==> src/rtl/keypad_pkg.sv <==
// keypad_pkg: shared constants, types and bit-vector helpers for the keypad scanner.
package keypad_pkg;

    localparam int ROWS  = 4;
    localparam int COLS  = 4;
    localparam int NKEYS = ROWS * COLS;

    typedef logic [3:0] key_code_t;

    typedef enum logic {
        ST_SCAN = 1'b0,
        ST_EVAL = 1'b1
    } scan_state_t;

    typedef struct packed {
        key_code_t code;
        logic      press;
    } key_evt_t;

    // Number of keys set in a 16-key vector.
    function automatic logic [4:0] count_set(input logic [NKEYS-1:0] v);
        logic [4:0] n;
        n = '0;
        for (int i = 0; i < NKEYS; i++) begin
            n = n + {4'b0000, v[i]};
        end
        return n;
    endfunction

    // Index of the lowest set key; only meaningful when exactly one bit is set.
    function automatic key_code_t lowest_set(input logic [NKEYS-1:0] v);
        key_code_t idx;
        idx = '0;
        for (int i = NKEYS - 1; i >= 0; i--) begin
            if (v[i]) begin
                idx = key_code_t'(i);
            end
        end
        return idx;
    endfunction

endpackage

==> src/rtl/keypad_evt_fifo.sv <==
// keypad_evt_fifo: small valid/ready event FIFO. A push into a full FIFO is
// dropped (reported on o_drop) unless a pop frees a slot in the same cycle.
module keypad_evt_fifo
    import keypad_pkg::*;
#(
    parameter int FIFO_DEPTH = 4
) (
    input  logic     clk,
    input  logic     rst_n,
    input  logic     i_push,
    input  key_evt_t i_data,
    input  logic     i_pop,
    output logic     o_valid,
    output key_evt_t o_data,
    output logic     o_drop
);

    localparam int AW = (FIFO_DEPTH > 1) ? $clog2(FIFO_DEPTH) : 1;

    key_evt_t      r_mem [FIFO_DEPTH];
    logic [AW:0]   r_wr_ptr;
    logic [AW:0]   r_rd_ptr;
    logic          w_empty;
    logic          w_full;
    logic          w_do_pop;
    logic          w_do_push;

    assign w_empty   = (r_wr_ptr == r_rd_ptr);
    assign w_full    = (r_wr_ptr[AW] != r_rd_ptr[AW]) &&
                       (r_wr_ptr[AW-1:0] == r_rd_ptr[AW-1:0]);
    assign w_do_pop  = i_pop && !w_empty;
    assign w_do_push = i_push && (!w_full || w_do_pop);
    assign o_drop    = i_push && w_full && !w_do_pop;

    // Head is forced to zero when empty so the outputs read 0 during reset.
    assign o_valid = !w_empty;
    assign o_data  = w_empty ? key_evt_t'('0) : r_mem[r_rd_ptr[AW-1:0]];

    // Storage: written on accepted pushes only, no reset needed.
    always_ff @(posedge clk) begin
        if (w_do_push) begin
            r_mem[r_wr_ptr[AW-1:0]] <= i_data;
        end
    end

    // Read/write pointers with an extra wrap bit to tell full from empty.
    always_ff @(posedge clk or negedge rst_n) begin
        if (!rst_n) begin
            r_wr_ptr <= '0;
            r_rd_ptr <= '0;
        end else begin
            if (w_do_push) begin
                r_wr_ptr <= r_wr_ptr + {{AW{1'b0}}, 1'b1};
            end
            if (w_do_pop) begin
                r_rd_ptr <= r_rd_ptr + {{AW{1'b0}}, 1'b1};
            end
        end
    end

endmodule

==> src/rtl/keypad_scan_ctrl.sv <==
// keypad_scan_ctrl: 4x4 keypad column scanner with snapshot debouncing,
// multi-key lockout and an event FIFO.
// Optional feature: define KEYPAD_RELEASE_EVT_EN to also emit release events.
module keypad_scan_ctrl
    import keypad_pkg::*;
#(
    parameter int DWELL_CYC      = 1000,
    parameter int DEBOUNCE_SCANS = 4,
    parameter int FIFO_DEPTH     = 4
) (
    input  logic       clk,
    input  logic       rst_n,
    input  logic [3:0] row,
    output logic [3:0] col,
    output logic       key_valid,
    input  logic       key_ready,
    output logic [3:0] key_code,
    output logic       key_press,
    output logic       overflow,
    input  logic       overflow_clr
);

    localparam int DW = (DWELL_CYC > 1) ? $clog2(DWELL_CYC) : 1;
    localparam int MW = $clog2(DEBOUNCE_SCANS + 1);
    localparam logic [DW-1:0] DWELL_LAST = DW'(DWELL_CYC - 1);
    localparam logic [MW-1:0] MATCH_MAX  = MW'(DEBOUNCE_SCANS);

    scan_state_t       r_state;
    scan_state_t       w_state_nxt;
    logic [COLS-1:0]   r_col;
    logic [DW-1:0]     r_dwell;
    logic [NKEYS-1:0]  r_snap;
    logic [NKEYS-1:0]  r_prev;
    logic [NKEYS-1:0]  r_stable;
    logic [MW-1:0]     r_match;
    logic              r_overflow;

    logic              w_dwell_end;
    logic              w_eval;
    logic              w_same;
    logic [MW-1:0]     w_match_nxt;
    logic              w_stable_upd;
    logic [4:0]        w_cnt_old;
    logic [4:0]        w_cnt_new;
    logic              w_push;
    key_evt_t          w_evt;
    key_evt_t          w_head;
    logic              w_drop;

    // FSM state register.
    always_ff @(posedge clk or negedge rst_n) begin
        if (!rst_n) begin
            r_state <= ST_SCAN;
        end else begin
            r_state <= w_state_nxt;
        end
    end

    // Next state: leave SCAN after the last dwell cycle of the last column; EVAL lasts one cycle.
    always_comb begin
        w_state_nxt = r_state;
        w_dwell_end = 1'b0;
        w_eval      = 1'b0;
        case (r_state)
            ST_SCAN: begin
                w_dwell_end = (r_dwell == DWELL_LAST);
                if (w_dwell_end && r_col[COLS-1]) begin
                    w_state_nxt = ST_EVAL;
                end
            end
            ST_EVAL: begin
                w_eval      = 1'b1;
                w_state_nxt = ST_SCAN;
            end
            default: begin
                w_state_nxt = ST_SCAN;
            end
        endcase
    end

    // Column drive and dwell counter; the drive is blank during EVAL.
    always_ff @(posedge clk or negedge rst_n) begin
        if (!rst_n) begin
            r_col   <= 4'b0001;
            r_dwell <= '0;
        end else if (w_eval) begin
            r_col   <= 4'b0001;
            r_dwell <= '0;
        end else if (w_dwell_end) begin
            r_dwell <= '0;
            r_col   <= r_col[COLS-1] ? 4'b0000 : {r_col[COLS-2:0], 1'b0};
        end else begin
            r_dwell <= r_dwell + DW'(1);
        end
    end

    // Capture the row lines into the snapshot column on the last dwell cycle.
    always_ff @(posedge clk or negedge rst_n) begin
        if (!rst_n) begin
            r_snap <= '0;
        end else if (w_dwell_end) begin
            for (int c = 0; c < COLS; c++) begin
                if (r_col[c]) begin
                    for (int r = 0; r < ROWS; r++) begin
                        r_snap[COLS*r + c] <= row[r];
                    end
                end
            end
        end
    end

    assign w_same       = (r_snap == r_prev);
    assign w_match_nxt  = !w_same ? MW'(1) :
                          (r_match == MATCH_MAX) ? r_match : (r_match + MW'(1));
    assign w_stable_upd = w_eval && (w_match_nxt == MATCH_MAX);
    assign w_cnt_old    = count_set(r_stable);
    assign w_cnt_new    = count_set(r_snap);

    // Event generation: only clean zero<->single-key transitions of the stable vector.
    always_comb begin
        w_push = 1'b0;
        w_evt  = '0;
        if (w_stable_upd) begin
            if ((w_cnt_old == 5'd0) && (w_cnt_new == 5'd1)) begin
                w_push     = 1'b1;
                w_evt.code  = lowest_set(r_snap);
                w_evt.press = 1'b1;
            end
`ifdef KEYPAD_RELEASE_EVT_EN
            else if ((w_cnt_old == 5'd1) && (w_cnt_new == 5'd0)) begin
                w_push     = 1'b1;
                w_evt.code  = lowest_set(r_stable);
                w_evt.press = 1'b0;
            end
`endif
        end
    end

    // Debounce bookkeeping, updated once per scan in EVAL.
    always_ff @(posedge clk or negedge rst_n) begin
        if (!rst_n) begin
            r_prev   <= '0;
            r_match  <= '0;
            r_stable <= '0;
        end else if (w_eval) begin
            r_match <= w_match_nxt;
            if (!w_same) begin
                r_prev <= r_snap;
            end
            if (w_stable_upd) begin
                r_stable <= r_snap;
            end
        end
    end

    // Sticky overflow flag; a drop in the same cycle as a clear keeps it set.
    always_ff @(posedge clk or negedge rst_n) begin
        if (!rst_n) begin
            r_overflow <= 1'b0;
        end else if (w_drop) begin
            r_overflow <= 1'b1;
        end else if (overflow_clr) begin
            r_overflow <= 1'b0;
        end
    end

    keypad_evt_fifo #(
        .FIFO_DEPTH (FIFO_DEPTH)
    ) u_fifo (
        .clk     (clk),
        .rst_n   (rst_n),
        .i_push  (w_push),
        .i_data  (w_evt),
        .i_pop   (key_ready),
        .o_valid (key_valid),
        .o_data  (w_head),
        .o_drop  (w_drop)
    );

    assign col       = r_col;
    assign key_code  = w_head.code;
    assign key_press = w_head.press;
    assign overflow  = r_overflow;

endmodule
==> config.mk <==
export PLATFORM = sky130hd
export DESIGN_NAME = keypad_scan_ctrl
export DESIGN_NICKNAME = d
export VERILOG_FILES = /design/src/rtl/keypad_pkg.sv /design/src/rtl/keypad_evt_fifo.sv /design/src/rtl/keypad_scan_ctrl.sv
export SDC_FILE = /design/constraint.sdc
export NUM_CORES = 1
export LEC_CHECK = 0
export ABC_AREA = 1
export CAP_MARGIN = 20
export CORE_MARGIN = 2
export CORE_UTILIZATION = 55
export CTS_CLUSTER_DIAMETER = 50
export DETAILED_ROUTE_END_ITERATION = 10
export PLACE_DENSITY = 0.78
export SETUP_SLACK_MARGIN = 0.05
export SLEW_MARGIN = 15
export SYNTH_ARGS = -nofsm -noshare
export SYNTH_HDL_FRONTEND = slang
export SYNTH_HIERARCHICAL = 1
export SYNTH_SLANG_ARGS = --single-unit
==> constraint.sdc <==
create_clock -name clk -period 5.15 [get_ports clk]
set_clock_uncertainty 0.1 [all_clocks]
set_input_delay 0.515 -clock clk [delete_from_list [all_inputs] [get_ports clk]]
set_output_delay 0.515 -clock clk [all_outputs]
set_load 0.005 [all_outputs]
# Yosys cells after proc, flatten, opt, wreduce, memory -nomap -nowiden
# Memories as Yosys holds them, arrays and structs flattened.
# Index checks and enable logic that the tools add are counted.
# word_totals
regBits,73
ramBits,20
input_bits,8
output_inout_bits,11
elab_cells,115
mem_count,1
# mem_list
name,depth,width,rd,rd_ports_with_merged_regs,wr,line_no,text
u_fifo.r_mem,4,5,1,0,1,keypad_evt_fifo.sv:20,key_evt_t r_mem [FIFO_DEPTH];
# op_classes
n_addsub,34
n_eq_ne,8
mux,36
bitwise_logic,2
reduce_logical,21
# ops
op,count
adder 5 x 1 -> 5 bit,22
two-way mux 4 bit,19
two-way mux 10 bit,2
== test 16 bit,1
two-way mux 5 bit,3
AND reduction 2 bit,6
adder 10 x 1 -> 10 bit (second input constant),1
adder 4 x 1 -> 5 bit,2
== test 10 bit (second input constant),1
adder 3 x 1 -> 3 bit (second input constant),3
two-way mux 1 bit,9
adder 3 x 1 -> 4 bit,2
logical AND 1 bit,8
adder 2 x 1 -> 3 bit,2
== test 3 bit (second input constant),2
two-way mux 3 bit,2
== test 5 x 1 -> 1 bit (second input constant),1
zero test 5 bit,1
adder 1 x 1 -> 2 bit,2
nonzero test 2 bit,2
== test 3 bit,1
zero test 1 bit,3
== test 2 bit,1
inverter 1 bit,2
3 further kinds,3

# Depth between registers and ports, before layout
# Gate-level depths: netlist (run 1).
# logic_depth
word_depth,22
ltp_mapped,18
mapped_depth_nobuf,18

# Cells and area by module
# The synthesis (run 1) kept the hierarchy.
# modules_own_cells
module,instances,cells_each,area_per_inst_um2
keypad_scan_ctrl,1,435,3806.2
keypad_evt_fifo,1,119,1228.7

# Least setup slack after synthesis (run 1)
# No wires, ideal clock.
# synth_timing
path_type,reg-to-reg
from,register r_snap[5]
to,"memory u_fifo/r_mem[0][0] in the netlist's numbering, enable pin"
setup_ns,0.339
arrival_time_ns,4.261
required_ns,4.711
path_slack_ns,0.449
path_stages_with_launch,17
n_path_buf,0
synth_period_minus_slack_ns,4.701
cell_sequence,dfrtp_1 -> inv_1 -> fa_1 -> inv_1 -> fa_1 -> fa_1 -> inv_1 -> fa_1 -> inv_1 -> ha_1 -> fa_1 -> nor4_1 -> nor3b_1 -> nand3_1 -> nor2_4 -> nand2_4 -> nor2_1
# synth_via
elab_chain_cells,18
# synth_rtl
item,line_no,text
from (decl),keypad_scan_ctrl.sv:32,logic [NKEYS-1:0] r_snap;
"from (signal, indexed assignment)",keypad_scan_ctrl.sv:105,r_snap[COLS*r + c] <= row[r];
adder 5 x 1 -> 5 bit (11 in series),keypad_pkg.sv:25,"n = n + {4'b0000, v[i]};"
== test 5 x 1 -> 1 bit,keypad_scan_ctrl.sv:124,if ((w_cnt_old == 5'd0) && (w_cnt_new == 5'd1)) begin
logical AND 1 bit,keypad_scan_ctrl.sv:124,
two-way mux 1 bit,keypad_scan_ctrl.sv:124,
two-way mux 1 bit *,keypad_scan_ctrl.sv:123,if (w_stable_upd) begin
logical AND 1 bit *,keypad_evt_fifo.sv:32,assign w_do_push = i_push && (!w_full || w_do_pop);
two-way mux 1 bit *,keypad_evt_fifo.sv:41,if (w_do_push) begin
two-way mux 1 bit (implied by the code) *,keypad_evt_fifo.sv:42,r_mem[r_wr_ptr[AW-1:0]] <= i_data;
to (decl),keypad_evt_fifo.sv:20,
# Every way passes the cells marked *; elsewhere a longest branch is shown, timed or not.

==> run metrics, run 1 <==
Die W 99.7 um; area grow syn2layout 10.2%; Worst Hold Class input port to async pin; non-filler instance count after layout 689; Diodes inserted 0; total leakage power 2.91 nW; CTS clock-pin slew for the worst setup and hold paths 0.09 ns; sw frac 0.212; sw power 268 uW; Cells after DPL 672; Clock Tree Buf Depth 2; post-DP HPWL 6.98 mm; clock buffer count from CTS 9; Worst Max-Slew Pin Slew 0.918 ns; fmax 0.208 GHz; M2 GR Usage 0.332; sequential share of power 0.593; syn_area_per_cell 9.09 sq um; setup TNS 0 ns; Primary FF master, synth dfrtp_1; Synth top area share 0.358; worst setup margin 0.340 ns; critical path required time 5.23 ns; ys async rst share 0.785; routed wire length 9.28 mm; DR vias 3567; Synth Area in XOR/XNOR 0.0296; Post-Synth Simple-Gate Area 0.181; Mapped Nets 600; # resized after CTS 0; register area 2430 sq um; Worst-Skew Late Latency 0.37 ns; GR peak layer met2; Post-CTS Setup Inserts 0; VDD IR max 0.201 mV; Seq cells post-synth 93; layout cells sized above 1 0.0757; H-tree levels 3; TritonRoute pass-1 iters 4; IO Port Bufs 18; cell count after synthesis 554; CP Capture Type register; most frequent cell on the critical path fa_1; Initial Util 0.572; # setup viols final 0; total core area 8810 sq um; Clock Root Buffer clkbuf_8; R2R Setup Slk 0.34 ns; final period utilization 0.934; area leader, netlist dfrtp_1; Hold WS 0.175 ns; first-pass GRT wire length 16.2 mm; Slew headroom 0.388; critical path arrival 4.89 ns; Pwr per Cell Area 228 nW/um^2; register area share after synthesis 0.482; CP max stage cell fa_1; fraction of power consumed by the clock network 0.393; Residual DRC 0; status completed; # nets final 622; Pwr Total 1.26 mW; Remaining Overflow, GRT 0; Vias/cell 5.18; Synth Area in Adders 0.124; routed len/inst 13.5 um; vias in the first global route 3556; max-slew violation count 0; min Tclk post-route 4.81 ns; post-synth cell types 36; YS warnings 6; Clock Sinks 93; num ports 19; Max-cap violations 0; Max FO, Critical Path 11; Post-synth EDFFs 20; GR Layer Usage met3 0.0309; crit path launch type register; Comb pwr share 0.014; area of the multi-input gates 2190 sq um; synth top area cells dfrtp_1 (36%), edfxtp_1 (12%), nand2_1 (8.3%), fa_1 (8.0%), inv_1 (7.5%); met1 Use GR 0.275; RSZ-0062 raised after global routing no; Hold Fails Final Rpt 0; hold buffer count at cts 0; initial antenna violation count 0; critical path type register to register; die area 9940 sq um; TritonCTS clock tree yes; Post-Syn Area 5030 sq um; Iteration-0 DRC Markers 200; multiplexer share of the synthesized area 0; Placed Area 5290 sq um; Layout Utilization 0.630; pre-CTS WS 0.228 ns; Compound-Gate Fraction of Synth Area 0.0917; area of all placed cells without fillers 5550 sq um; largest family of logic cells by synthesized area simple AND/OR/NAND/NOR gates; Die Height 99.7 um; Rows 34; FILL cells 706; largest net degree at the start of global routing 74; GP Congestion 0.871; All-Layer GR Usage 0.207; crit path cell chain inv_1 > fa_1 > inv_1 > fa_1 > fa_1 > inv_1 > fa_1 > inv_1 > ha_1 > fa_1 > nor4_2 > nor3b_1 > nand3_1 > nor2_4 > buf_4 > nand2_1 > a21oi_2; post-route ant nets 0; Crit path largest cell delay 0.54 ns; Internal Pwr Total 995 uW
==> routing by layer <==
metal / up-vias / share of wire
met5: - / 0
met4: 0 / 0.035
met3: 24 / 0.025
met2: 67 / 0.49
met1: 1691 / 0.45
li1: 1785 / -
==> worst paths after layout <==
kind,startpoint,end,cells past startpoint
hold reg to reg,r_stable[5],r_stable[5],2
hold / removal,rst_n,r_match[2],1
max in group asynchronous,rst_n,r_stable[8],1
setup reg to reg,r_snap[5],u_fifo/r_mem[0][1],17
min in group clk,r_stable[5],r_stable[5],2
setup / recovery,r_snap[5],u_fifo/r_mem[0][1],17
==> flip-flops by register name, indices dropped and copies added, names as in the netlist <==
name	cells
u_fifo/r_wr_ptr	3
r_stable	16
u_fifo/r_mem	20
r_state	1
r_match	3
r_snap	16
r_dwell	10
r_prev	16
overflow	1
col	4
u_fifo/r_rd_ptr	3
==> cells by family after synthesis <==
| group | count (synthesis) |
|---|---|
| DFF | 93 |
| and+or+nand+nor | 206 |
| xor gates and xnor gates | 17 |
| AOI/OAI and AO/OA | 86 |
| adders and majority gates | 38 |
| buffers and inverters | 114 |
==> cells in the mapped netlist, types with 2 or more instances <==
cell	instances
a211o_1	2
a21oi_1	23
buf_2	4
buf_6	3
dfrtp_1	72
edfxtp_1	20
fa_1	20
ha_1	18
inv_1	101
inv_2	4
nand2_1	111
nand2_2	3
nand2_4	4
nand3_1	15
nand3b_1	2
nand4_1	2
nor2_1	54
nor2_4	3
nor3_1	5
nor4_1	3
o21ai_0	50
o22ai_1	6
xnor2_1	12
xor2_1	5
==> area by class of cell <==
| cell class | count | area share |
|---|---|---|
| inverters | 105 | 0.0711 |
| flip-flops and latches | 93 | 0.438 |
| multi-input cells | 347 | 0.395 |
| clock buffers | 12 | 0.0262 |
| repair buffers | 20 | 0.0354 |
| well taps | 108 | 0.0244 |
| clock inverters | 4 | 0.00993 |
==> layout by cell type (no fill, tap or decap), drive strengths merged, types with 2 or more instances in the layout <==
cell	netlist	layout
edfxtp	20	20
ha	18	18
o21ai	51	51
clkdlybuf4s50	0	17
nand3b	2	2
a211o	2	2
nor3	5	5
inv	105	107
nor4	3	3
buf	8	3
nand3	15	15
fa	20	20
a21oi	24	24
nand2	118	118
dfrtp	72	72
xor2	5	5
nor2	57	57
xnor2	12	12
nand4	4	4
clkbuf	1	12
o22ai	6	6
==> power by group through the flow <==
stage / clock network [mW] / registers, mW / logic (mW)
6_report: 0.496 / 0.749 / 0.0180
5_1_grt: 0.539 / 0.749 / 0.0216
4_1_cts: 0.507 / 0.749 / 0.0192
3_5_place_dp: 0 / 0.764 / 0.0190
3_3_place_gp: 0 / 0.764 / 0.0193
2_1_floorplan: 0 / 0.764 / 0.00120
==> critical path, delay by kind of cell, from the launching register on <==
| kind | cells | cell delay [ns] |
|---|---|---|
| adders and majority gates | 6 | 2.66 |
| DFF | 1 | 0.41 |
| and+or+nand+nor | 5 | 0.80 |
| buffers and inverters | 5 | 0.46 |
| AOI/OAI and AO/OA | 1 | 0.22 |
Power figures use the tool's default switching activity.
==> run 2: changes to the inputs <==
CORE_MARGIN = default   (was 2)
SYNTH_HIERARCHICAL = default   (was 1)
==> run metrics, run 2 <==
top cells by count, synth nand2_1 (127), inv_1 (91), dfrtp_1 (72); Remaining Overflow, GRT 0; final period utilization 0.952; Mapped Nets 584; YS warnings 0; GR Layer Usage met3 0.0274; sw power 399 uW; FILL cells 728; VDD IR max 0.159 mV; post-synth cell types 31; critical path required time 5.06 ns; Crit path largest cell delay 0.54 ns; H-tree levels 3; critical path type register to register; total core area 8680 sq um; Post-CTS Setup Inserts 0; die area 9310 sq um; first-pass GRT wire length 15.6 mm; max-slew violation count 0; cell with the most instances after synthesis nand2_1; initial antenna violation count 0; Max FO, Critical Path 6; DR vias 3542; TritonRoute pass-1 iters 4; Worst Max-Slew Pin Slew 0.915 ns; post-DP HPWL 6.89 mm; Initial Util 0.566; most frequent cell on the critical path fa_1; # resized after CTS 0; Max-cap violations 0; crit path launch type register; largest net degree at the start of global routing 74; routed wire length 9.20 mm; CP max stage cell fa_1; clock buffer count from CTS 9; area grow syn2layout 9.43%; Synth top area share 0.367; sequential share of power 0.544; total leakage power 2.65 nW; Clock Tree Buf Depth 2; Die W 96.5 um; num ports 19; Vias/cell 5.26; pre-CTS WS 0.236 ns; worst setup margin 0.245 ns; synth top area cells dfrtp_1 (37%), edfxtp_1 (12%), nand2_1 (9.7%), fa_1 (8.2%), inv_1 (7.0%); most common cell after layout, fill and taps aside nand2_1; M2 GR Usage 0.369; ys async rst share 0.785; Primary FF master, synth dfrtp_1; Pwr per Cell Area 271 nW/um^2; IO Port Bufs 18; Seq cells post-synth 93; met1 Use GR 0.302; Post-synth EDFFs 20; Iteration-0 DRC Markers 236; status completed; Post-Syn Area 4910 sq um; cell count after synthesis 538; Rows 34; RSZ-0062 raised after global routing yes; layout cells sized above 1 0.0442; Die Height 96.5 um; Diodes inserted 0; Internal Pwr Total 1.06 mW; TritonCTS clock tree yes; Slew headroom 0.390; # setup viols final 0; sw frac 0.274; Residual DRC 0; hold buffer count at cts 0; syn_area_per_cell 9.12 sq um; fraction of power consumed by the clock network 0.304; Hold Fails Final Rpt 0; area of the multi-input gates 2100 sq um; All-Layer GR Usage 0.220; vias in the first global route 3460; # nets final 606; fmax 0.204 GHz; Clock Sinks 93; CP Capture Type register; CTS clock-pin slew for the worst setup and hold paths 0.10 ns; critical path arrival 4.82 ns; Clock Root Buffer clkbuf_8; min Tclk post-route 4.90 ns; non-filler instance count after layout 673; Worst-Skew Late Latency 0.35 ns; GP Congestion 0.833; area leader, netlist dfrtp_1; register area 2430 sq um; Comb pwr share 0.152; register area share after synthesis 0.495; routed len/inst 13.7 um; commonest non-fill, non-tap cells in the layout nand2_1 (127), inv_1 (91), dfrtp_1 (72); max FFs per register 20; GR peak layer met2; post-route ant nets 0; Worst Hold Class input port to async pin; crit path cell chain inv_1 > fa_1 > inv_1 > fa_1 > fa_1 > inv_1 > fa_1 > inv_1 > ha_1 > fa_1 > nor4_1 > nand3_1 > nor2_1 > nand2_1 > nor2_4 > nand2_1 > nor2_1; Cells after DPL 657
run 2: kinds of logic after synthesis:
logic type               count (synthesis)  synth area share
flip-flops                              93             0.495
AO/OA/AOI/OAI                           80            0.0879
adder cells (fa/ha/maj)                 38             0.127
multiplexers                             1           0.00229
XOR/XNOR                                18            0.0321
AND/OR/NAND/NOR                        206             0.177
buffers and inverters                  102            0.0783
run 2: final timing paths:
kind	start	end	slack, ns	cells after the start
setup / recovery	r_stable[5]	u_fifo.r_mem[2][2]	0.25	17
hold / removal	rst_n	r_stable[10]	0.19	1
setup reg to reg	r_stable[5]	u_fifo.r_mem[2][2]	0.25	17
hold reg to reg	col[0]	col[0]	0.37	2
max in group asynchronous	rst_n	r_prev[5]	4.16	1
min in group clk	col[0]	col[0]	0.37	2
run 2: cell type report:
cell class | instances | area share
clock buffers | 11 | 0.0245
clock inverters | 5 | 0.00792
inverters | 94 | 0.0657
multi-input cells | 343 | 0.390
flip-flops and latches | 93 | 0.452
well taps | 108 | 0.0252
repair buffers | 19 | 0.0345
run 2: per-layer routing:
metal  share of wire  routed length (um)
met5               0                   0
met4           0.016                 150
met3           0.031                 281
met2            0.48                4380
met1            0.48                4390
run 2: metrics by stage:
| step | util | setup TNS [ns] | instance area [sq um] | hold WS [ns] | power (mW) |
|---|---|---|---|---|---|
| global placement | 0.599 | 0 | 5200 | 0.349 | 1.02 |
| floorplan | - | 0 | 4910 | 0.119 | 0.932 |
| global route | 0.619 | -0.409 | 5370 | 0.263 | 1.53 |
| CTS | 0.619 | 0 | 5370 | 0.219 | 1.47 |
| detailed placement | 0.599 | 0 | 5200 | 0.364 | 1.03 |
| finish | 0.619 | 0 | 5370 | 0.188 | 1.45 |
run 2: worst max-delay path: cells and delay by family, from the launching register on:
family / cells / cell delay [ns]
adders and majority gates: 6 / 2.65
buffers and inverters: 4 / 0.20
DFF: 1 / 0.36
and+or+nand+nor: 7 / 1.27
run 2: power groups by stage:
| stage | clock [mW] | sequential (mW) | combinational, mW |
|---|---|---|---|
| finish | 0.443 | 0.791 | 0.221 |
| global route | 0.480 | 0.795 | 0.255 |
| CTS | 0.453 | 0.791 | 0.225 |
| detailed placement | 0 | 0.806 | 0.224 |
| global placement | 0 | 0.805 | 0.220 |
| floorplan | 0 | 0.787 | 0.145 |
==> run 3: changes to the inputs <==
PLACE_DENSITY = 0.85   (was 0.78)
==> run metrics, run 3 (same netlist as run 2, synthesis figures left out) <==
num ports 19; TritonRoute pass-1 iters 5; CTS clock-pin slew for the worst setup and hold paths 0.10 ns; Worst Max-Slew Pin Slew 0.915 ns; sequential share of power 0.519; setup TNS 0 ns; Crit Reg-Reg Endpoint u_fifo.r_mem[1][1]; die area 9310 sq um; most common cell after layout, fill and taps aside nand2_1; Pwr per Cell Area 281 nW/um^2; total core area 8680 sq um; Remaining Overflow, GRT 0; Cells after DPL 658; FILL cells 715; routed wire length 9.41 mm; Iteration-0 DRC Markers 205; max FFs per register 20; IO Port Bufs 18; fraction of power consumed by the clock network 0.332; RSZ-0062 raised after global routing yes; layout cells sized above 1 0.0618; DR vias 3580; Hold WS 0.260 ns; commonest non-fill, non-tap cells in the layout nand2_1 (127), inv_1 (91), dfrtp_1 (72); crit path capture u_fifo.r_mem[1][1]; crit path from r_stable[11]; min Tclk post-route 4.82 ns; Die Height 96.5 um; sw power 422 uW; critical path required time 5.10 ns; Initial Util 0.566; status completed; Diodes inserted 0; Comb pwr share 0.148; total leakage power 2.66 nW; post-DP HPWL 6.91 mm; area grow syn2layout 10.5%; CP Capture Type register; non-filler instance count after layout 674; Vias/cell 5.31; clock buffer count from CTS 9; Clock Sinks 93; Worst Hold Class input port to async pin; TritonCTS clock tree yes; VDD IR max 0.182 mV; # nets final 607; post-route ant nets 0; All-Layer GR Usage 0.231; first-pass GRT wire length 16.1 mm; Slew headroom 0.390; R2R Setup Slk 0.33 ns; crit path launch type register; Die W 96.5 um; largest net degree at the start of global routing 74; vias in the first global route 3461; initial antenna violation count 0; hold buffer count at cts 0; final period utilization 0.935; Worst-Skew Late Latency 0.36 ns; H-tree levels 3; Rows 34; Reg2Reg Depth 17; routed len/inst 14.0 um; RR Startpoint r_stable[11]; Residual DRC 0; max-slew violation count 0; Clock Tree Buf Depth 2; GP Congestion 0.858; Clock Root Buffer clkbuf_8; Hold Fails Final Rpt 0; critical path type register to register; Max FO, Critical Path 6; Internal Pwr Total 1.10 mW; Max-cap violations 0; # setup viols final 0; Layout Utilization 0.625; sw frac 0.276; fmax 0.208 GHz; critical path arrival 4.77 ns
[run 3: how the worst min path moves through the flow]
stage	cells past startpoint	slack [ns]	startpoint	endpoint
6_report	2	0.26	rst_n	r_snap[14]
2_1_floorplan	0	0.12	rst_n	col[1]
4_1_cts	2	0.30	rst_n	r_snap[14]
3_5_place_dp	1	0.36	r_dwell[0]	r_dwell[0]
5_1_grt	2	0.35	rst_n	r_snap[14]
3_3_place_gp	1	0.35	r_dwell[0]	r_dwell[0]
[run 3: per-layer routing]
layer,global-route usage,up-vias,share of wire
met5,0,-,0
met4,0.0797,0,0.014
met3,0.0321,13,0.031
met2,0.378,74,0.49
met1,0.318,1746,0.47
li1,-,1747,-
[run 3: area by class of cell]
cell class,instances,area (sq um),share of cell area
timing repair buffer,20,190,0.0351
inverter,94,353,0.0651
tap,108,135,0.0249
multi-input combinational,343,2110,0.390
sequential,93,2430,0.448
clock buffer,9,124,0.0228
clock inverter,7,78.8,0.0145
[run 3: what timing repair did]
action                     in CTS  in global routing
buffers inserted                0                  0
setup endpoints to repair       0                 32
resized for setup               0                  7
[run 3: worst max-delay path, stage by stage (launching register included)]
cell	delay [ns]
dfrtp_1	0.41
fa_1	0.54
inv_1	0.05
fa_1	0.47
inv_1	0.05
fa_1	0.47
inv_1	0.04
fa_1	0.48
inv_1	0.05
ha_1	0.20
fa_1	0.43
nor4_1	0.26
nand3_1	0.11
nor2_1	0.10
nand2_1	0.10
nor2_4	0.12
nand2_1	0.22
nor2_2	0.30
[run 3: power by group through the flow]
stage	sequential, mW	combinational [mW]	clock (mW)
6_report	0.793	0.226	0.507
5_1_grt	0.798	0.259	0.541
4_1_cts	0.792	0.228	0.512
3_5_place_dp	0.807	0.224	0
3_3_place_gp	0.806	0.221	0
2_1_floorplan	0.787	0.145	0
[run 3: stage by stage]
stage          setup slack (ns)  power (mW)  cell area (sq um)
2_1_floorplan             0.526       0.932               4910
3_5_place_dp              0.259        1.03               5200
3_3_place_gp              0.410        1.03               5200
6_report                  0.334        1.53               5420
5_1_grt               0.0000528        1.60               5420
4_1_cts                   0.252        1.53               5410
